`config.mk`:
```
export PLATFORM = sky130hd
export DESIGN_NAME = ipc_mailbox_fifo
export DESIGN_NICKNAME = d
export VERILOG_FILES = /design/src/rtl/ipc_mailbox_fifo.sv
export SDC_FILE = /design/constraint.sdc
export NUM_CORES = 1
export LEC_CHECK = 0
export CORE_ASPECT_RATIO = 1.4
export CORE_MARGIN = 2
export CORE_UTILIZATION = 48
export CTS_CLUSTER_DIAMETER = 120
export DETAILED_ROUTE_END_ITERATION = 16
export GPL_ROUTABILITY_DRIVEN = 1
export PLACE_DENSITY = 0.8
export REMOVE_ABC_BUFFERS = 1
export SLEW_MARGIN = 25
export SYNTH_ARGS = -nofsm -noshare
export SYNTH_HDL_FRONTEND = slang
export SYNTH_SLANG_ARGS = --single-unit
export TNS_END_PERCENT = 100
```
`constraint.sdc`:
```
create_clock -name pclk -period 4.1 [get_ports pclk]
set_input_delay 1.23 -clock pclk [delete_from_list [all_inputs] [get_ports pclk]]
set_output_delay 1.23 -clock pclk [all_outputs]
set_load 0.02 [all_outputs]
```
`src/rtl/ipc_mailbox_fifo.sv`:
```
// Two-port inter-hart mailbox: A->B and B->A message FIFOs, each side on its own APB slave.
// Optional doorbell registers at 0x18/0x1C are built when IPC_MBOX_DOORBELL_EN is defined.
module ipc_mailbox_fifo #(
  parameter int DATA_WIDTH = 32,
  parameter int FIFO_DEPTH = 4,
  parameter int A_HART_ID  = 0,
  parameter int B_HART_ID  = 1
) (
  input  logic        pclk,
  input  logic        preset,
  input  logic        a_psel,
  input  logic        a_penable,
  input  logic        a_pwrite,
  input  logic [31:0] a_paddr,
  input  logic [31:0] a_pwdata,
  output logic [31:0] a_prdata,
  output logic        a_pready,
  output logic        a_pslverr,
  input  logic        b_psel,
  input  logic        b_penable,
  input  logic        b_pwrite,
  input  logic [31:0] b_paddr,
  input  logic [31:0] b_pwdata,
  output logic [31:0] b_prdata,
  output logic        b_pready,
  output logic        b_pslverr,
  output logic        a_msg_irq,
  output logic        b_msg_irq
);

  localparam int PW   = (FIFO_DEPTH > 1) ? $clog2(FIFO_DEPTH) : 1;
  localparam int CNTW = PW + 1;
  localparam logic [CNTW-1:0] FULL_CNT = CNTW'(FIFO_DEPTH);

  // APB handshake: a transfer completes in the single cycle where psel && penable is high;
  // pready is always 1, and prdata/pslverr are combinational in that cycle and 0 otherwise.
  // Index 0 is side A, 1 is side B; FIFO f carries words sent by side f to the other side.
  logic [1:0]        acc, wr;
  logic [1:0][3:0]   off;
  logic [1:0][31:0]  wdata, rdata, hart_id;
  logic [1:0]        slverr;

  assign acc     = {b_psel & b_penable, a_psel & a_penable};
  assign wr      = {b_pwrite, a_pwrite};
  assign off     = {b_paddr[5:2], a_paddr[5:2]};
  assign wdata   = {b_pwdata, a_pwdata};
  assign hart_id = {32'(B_HART_ID), 32'(A_HART_ID)};

  logic [DATA_WIDTH-1:0] mem [2][FIFO_DEPTH];
  logic [1:0][PW-1:0]    wptr, rptr;
  logic [1:0][CNTW-1:0]  count, count_next;
  logic [1:0]            ovf, udf, irq_en, irq, irq_next;
  logic [1:0][7:0]       thr;
  logic [1:0]            push_req, pop_req, push_ok, pop_ok, flush, full, empty;
  logic [1:0]            ctrl_wr, clr_wr;
`ifdef IPC_MBOX_DOORBELL_EN
  logic [1:0][7:0]       db, db_next;
`endif

  logic unused_bits;
  assign unused_bits = ^{a_paddr[31:6], a_paddr[1:0], b_paddr[31:6], b_paddr[1:0], wdata};

  always_comb begin
    logic [31:0] head;
    logic [31:0] status;
    for (int s = 0; s < 2; s++) begin
      full[s]     = (count[s] == FULL_CNT);
      empty[s]    = (count[s] == '0);
      push_req[s] = acc[s] & wr[s] & (off[s] == 4'h0);
      pop_req[s]  = acc[s] & ~wr[s] & (off[s] == 4'h1);
      ctrl_wr[s]  = acc[s] & wr[s] & (off[s] == 4'h3);
      clr_wr[s]   = acc[s] & wr[s] & (off[s] == 4'h4);
    end
    // Full/empty are pre-cycle, so a same-cycle peer pop/push never rescues the access.
    for (int f = 0; f < 2; f++) begin
      push_ok[f]    = push_req[f] & ~full[f];
      pop_ok[f]     = pop_req[1-f] & ~empty[f];
      flush[f]      = (clr_wr[f] & wdata[f][8]) | (clr_wr[1-f] & wdata[1-f][9]);
      count_next[f] = flush[f] ? '0 : count[f] + CNTW'(push_ok[f]) - CNTW'(pop_ok[f]);
    end
`ifdef IPC_MBOX_DOORBELL_EN
    for (int s = 0; s < 2; s++) begin
      db_next[s] = db[s];
      if (acc[s] & wr[s] & (off[s] == 4'h7)) db_next[s] = db_next[s] & ~wdata[s][7:0];
      if (acc[1-s] & wr[1-s] & (off[1-s] == 4'h6)) db_next[s] = db_next[s] | wdata[1-s][7:0];
    end
`endif
    for (int s = 0; s < 2; s++) begin
      irq_next[s] = irq_en[s] & (thr[s] != 8'd0) & (9'(count_next[1-s]) >= 9'(thr[s]));
`ifdef IPC_MBOX_DOORBELL_EN
      irq_next[s] = irq_next[s] | (irq_en[s] & (|db_next[s]));
`endif
    end
    for (int s = 0; s < 2; s++) begin
      head                   = '0;
      head[DATA_WIDTH-1:0]   = mem[1-s][rptr[1-s]];
      status                 = '0;
      status[0]              = ~empty[1-s];
      status[1]              = full[s];
      status[2]              = ovf[s];
      status[3]              = udf[s];
      status[15:8]           = 8'(count[1-s]);
      status[23:16]          = 8'(count[s]);
      rdata[s]  = '0;
      slverr[s] = 1'b0;
      if (acc[s]) begin
        case (off[s])
          4'h0: slverr[s] = wr[s] & full[s];
          4'h1: begin
            if (wr[s] || empty[1-s]) slverr[s] = 1'b1;
            else rdata[s] = head;
          end
          4'h2: if (!wr[s]) rdata[s] = status;
          4'h3: if (!wr[s]) rdata[s] = {16'd0, thr[s], 7'd0, irq_en[s]};
          4'h4: ;
          4'h5: if (!wr[s]) rdata[s] = hart_id[s];
`ifdef IPC_MBOX_DOORBELL_EN
          4'h6: if (!wr[s]) rdata[s] = {24'd0, db[s]};
          4'h7: ;
`endif
          default: slverr[s] = 1'b1;
        endcase
      end
    end
  end

  // Storage has no reset; only accepted pushes write it.
  always_ff @(posedge pclk) begin
    for (int f = 0; f < 2; f++) begin
      if (push_ok[f]) mem[f][wptr[f]] <= wdata[f][DATA_WIDTH-1:0];
    end
  end

  always_ff @(posedge pclk) begin
    if (preset) begin
      wptr   <= '0;
      rptr   <= '0;
      count  <= '0;
      ovf    <= '0;
      udf    <= '0;
      irq_en <= 2'b11;
      thr    <= {8'd1, 8'd1};
      irq    <= '0;
`ifdef IPC_MBOX_DOORBELL_EN
      db     <= '0;
`endif
    end else begin
      count <= count_next;
      irq   <= irq_next;
`ifdef IPC_MBOX_DOORBELL_EN
      db    <= db_next;
`endif
      for (int f = 0; f < 2; f++) begin
        if (flush[f]) begin
          wptr[f] <= '0;
          rptr[f] <= '0;
        end else begin
          if (push_ok[f]) wptr[f] <= wptr[f] + PW'(1);
          if (pop_ok[f])  rptr[f] <= rptr[f] + PW'(1);
        end
      end
      for (int s = 0; s < 2; s++) begin
        if (ctrl_wr[s]) begin
          irq_en[s] <= wdata[s][0];
          thr[s]    <= wdata[s][15:8];
        end
        if (push_req[s] && full[s]) ovf[s] <= 1'b1;
        else if (clr_wr[s] && wdata[s][2]) ovf[s] <= 1'b0;
        if (pop_req[s] && empty[1-s]) udf[s] <= 1'b1;
        else if (clr_wr[s] && wdata[s][3]) udf[s] <= 1'b0;
      end
    end
  end

  assign a_prdata  = rdata[0];
  assign a_pslverr = slverr[0];
  assign a_pready  = 1'b1;
  assign b_prdata  = rdata[1];
  assign b_pslverr = slverr[1];
  assign b_pready  = 1'b1;
  assign a_msg_irq = irq[0];
  assign b_msg_irq = irq[1];

endmodule

```
==> metrics.log <==
[metrics] result of the run: completed
[metrics] count of non-filler cells in the finished layout: roughly 1200
[metrics] I/O pin count: between 200 and 250
[metrics] max cap viols: 0
[metrics] ys flop type: sky130_fd_sc_hd__edfxtp_1
[metrics] number of global-route vias before repair: ~7400
[metrics] Mapped Avg Cell Area: 17.4 um^2
[metrics] measured slew at the worst slew-check pin: 0.799 ns
[metrics] Placer Congestion: 0.831
[metrics] final setup slack of the worst path: ~0.082 ns
[metrics] residual DRC count: 0
[metrics] largest net degree at the start of global routing: 33
[metrics] Non-Filler Cell Area, Final: around 0.015 mm^2
[metrics] worst vdd ir: approximately 320 uV
[metrics] Remaining Overflow, GRT: 0
[metrics] Warnings, synthesis: 0
[metrics] Clock Sink Count: 294
[metrics] Yosys top cell area share: 0.633
[metrics] wire length of the first global-routing pass: 40400 um
[metrics] hold path cells: 2
[metrics] FF-to-FF Start: count[5]
[metrics] biggest cell delay along the critical path: about 0.45 ns
[metrics] initial cell density of the core: 0.490
[metrics] cell types occupying the most area after synthesis: sky130_fd_sc_hd__edfxtp_1 63%, sky130_fd_sc_hd__mux4_2 12%, sky130_fd_sc_hd__dfxtp_1 6.3%
[metrics] Crit. path cell count: 7
[metrics] post-route antenna net violation count: 0
[metrics] largest fanout on the critical path: 12
[metrics] normalized max-slew margin: 0.466
[metrics] CTS clk-pin slew, worst paths: 0.06 ns
[metrics] Crit Path Category: in2out
[metrics] Total Routing Usage GR: 0.197
[metrics] end-of-flow core utilization: 0.623
[metrics] final hold violation count: 0
[metrics] width of the chip: 138 um
[metrics] path type of the worst min-delay path: reg2reg
[metrics] worst setup skew after layout: 0.00881 ns
[metrics] family of cells with the greatest summed delay on the critical path: buffers and inverters
[metrics] post-layout power: 6.14 mW
[metrics] startpoint of the worst hold path: thr[4]
[metrics] achievable clock frequency: about 250 MHz
[metrics] critical path launch point type: input port
[metrics] post-detailed-placement cell area: 0.0144 mm^2
[metrics] clock tree root buffer cell: sky130_fd_sc_hd__clkbuf_16
[metrics] flop and latch count out of synthesis: 294
[metrics] netlist area before placement: ~0.012 mm^2
[metrics] Distinct cells, synth: 62
[metrics] power per standard cell area: 398 mW/mm^2
[metrics] post-synthesis to final-layout area growth: 27.1%
[metrics] clk buf depth: 3
[metrics] die footprint: between 0.02 and 0.03 mm^2
[metrics] first-pass detailed-route iteration total: 5
[metrics] slowest stage cell, crit path: sky130_fd_sc_hd__clkdlybuf4s50_1
[metrics] top cells by instance count after synthesis: 256 x sky130_fd_sc_hd__edfxtp_1, 64 x sky130_fd_sc_hd__mux4_2, 51 x sky130_fd_sc_hd__nor2_1
[metrics] kind of end point of the critical path: primary output
[metrics] height of the die: 192 um
[metrics] total of hold buffers inserted after clock tree synthesis: 0
[metrics] clock buffers created by TritonCTS: 28
[metrics] average wire per cell in the routed design: approximately 21 um
[metrics] worst setup path startpoint: b_psel
[metrics] tightest hold margin: 0.543 ns
[metrics] via count: 6890
[metrics] setup repair after global routing missed its margin: false
[metrics] count of nets after finishing: approximately 1100
[metrics] DRC marker count from the first detailed-route iteration: 341
[metrics] DPL Wire Length: 17800 um
[metrics] min Tclk post-route: 4.02 ns
[metrics] portion of the post-synthesis area used by sequential elements: 0.696
[metrics] count of antenna diodes in the layout: 0
[metrics] final number of setup-violating endpoints: 0
[metrics] area leader, netlist: sky130_fd_sc_hd__edfxtp_1
[metrics] htree depth: 1
[metrics] CP bufs+invs: 4
[metrics] cells on worst reg2reg path: 16
[metrics] arrival time worst endpoint: 2.79 ns
[metrics] library cell with the highest instance count after synthesis: sky130_fd_sc_hd__edfxtp_1
[metrics] fraction of the cycle the final worst path needs: 0.980
[metrics] fraction of registers with async set or reset after synthesis: 0
[metrics] share of final-layout standard cells stronger than drive strength 1: 0.308
[metrics] Fin Setup TNS: 0 ns
[metrics] Port Buffer Count: between 100 and 150
[metrics] Leak Pwr: around 5.3 nW
[metrics] antenna violations before repair: 0
[metrics] number of enable-type register cells in the synthesized netlist: 256
[metrics] number of placed cells counting well taps: 1191
[metrics] critical path, cell by cell: clkdlybuf4s50_1, and3b_2, and3_4, buf_8, buf_4, a22o_1, buf_4
[metrics] minimum setup slack after placement: -0.620 ns
[metrics] final routed wirelength across all metal layers: 26400 um
[metrics] most used cell, CP: sky130_fd_sc_hd__buf_4
[metrics] worst path required time: ~2.9 ns
[metrics] TritonCTS clock tree: done
[metrics] clock insertion delay at the later pin of the skew report: 0.54 ns
[metrics] count of standard-cell rows: 68
[metrics] mean number of vias per cell: 5.53
[metrics] Max Transition Viols Final: 0
[metrics] placeable core region: 0.0248 mm^2
[metrics] Syn Inst Count: between 600 and 700
tightest hold or removal path, cell delays in order (launching register included):
cell and delay, ns:
sky130_fd_sc_hd__dfxtp_1 0.33, sky130_fd_sc_hd__mux2i_1 0.12, sky130_fd_sc_hd__nor2_1 0.05
routing by layer:
layer  vias up  GRT usage  share of wire
met5         -          0              0
met4         0     0.0667          0.028
met3        55     0.0359          0.058
met2       203      0.380           0.55
met1      3491      0.219           0.37
li1       3141          -              -
power by group:
| group | leakage [nW] | switching (mW) | internal, mW |
|---|---|---|---|
| Combinational | 2.20 | 0.0921 | 0.102 |
| Clock | 0.491 | 1.06 | 1.63 |
| Sequential | 2.61 | 0.00224 | 3.25 |
cell families (layout without fill, tap and decap cells):
| family | Yosys count | after routing | synth area share |
|---|---|---|---|
| compound gates | 63 | 63 | 0.0400 |
| xor+xnor | 9 | 9 | 0.00649 |
| fa+ha+maj | 20 | 20 | 0.0218 |
| buf+inv | 63 | 297 | 0.0238 |
| flops | 294 | 294 | 0.696 |
| mux | 85 | 85 | 0.136 |
| other cells | 1 | 2 | 0.000309 |
| simple gates | 161 | 161 | 0.0756 |
cell type report:
type                            count  area [um^2]
Inverter                           24         95.1
Sequential cell                   294         8450
Fill cell                        1725         9330
Clock buffer                       41          852
Timing Repair Buffer              221         1980
Multi-Input combinational cell    340         3510
Tap cell                          315          394
Clock inverter                     11          140
cell usage in the layout (no fill, tap or decap), drive strengths merged, types with 14 or more instances in the layout:
cell / count
clkdlybuf4s15: 20
mux2i: 21
buf: 120
edfxtp: 256
nand2: 14
inv: 25
dfxtp: 38
ha: 18
mux4: 64
nor2b: 24
clkbuf: 41
and2: 28
nor2: 51
clkdlybuf4s50: 70
flip-flops by register name, summed over array words and instances, names as in the netlist, 4 cells and up:
name and count:
count 6, mem 256, rptr 4, thr 16, wptr 4
what timing repair did:
action / 4_1_cts / 5_1_grt
buffers inserted: 1 / 1
pin swaps: 3 / 3
gates cloned: 1 / 0
setup endpoints to repair: 67 / 49
resized for setup: 257 / 9
final timing paths:
kind,endpoint,slack [ns]
max,b_prdata[11],0.08
min,thr[4],0.54
max reg2reg,irq[0],0.64
min reg2reg,thr[4],0.54
Note: power is estimated with default switching activity, not from simulation.
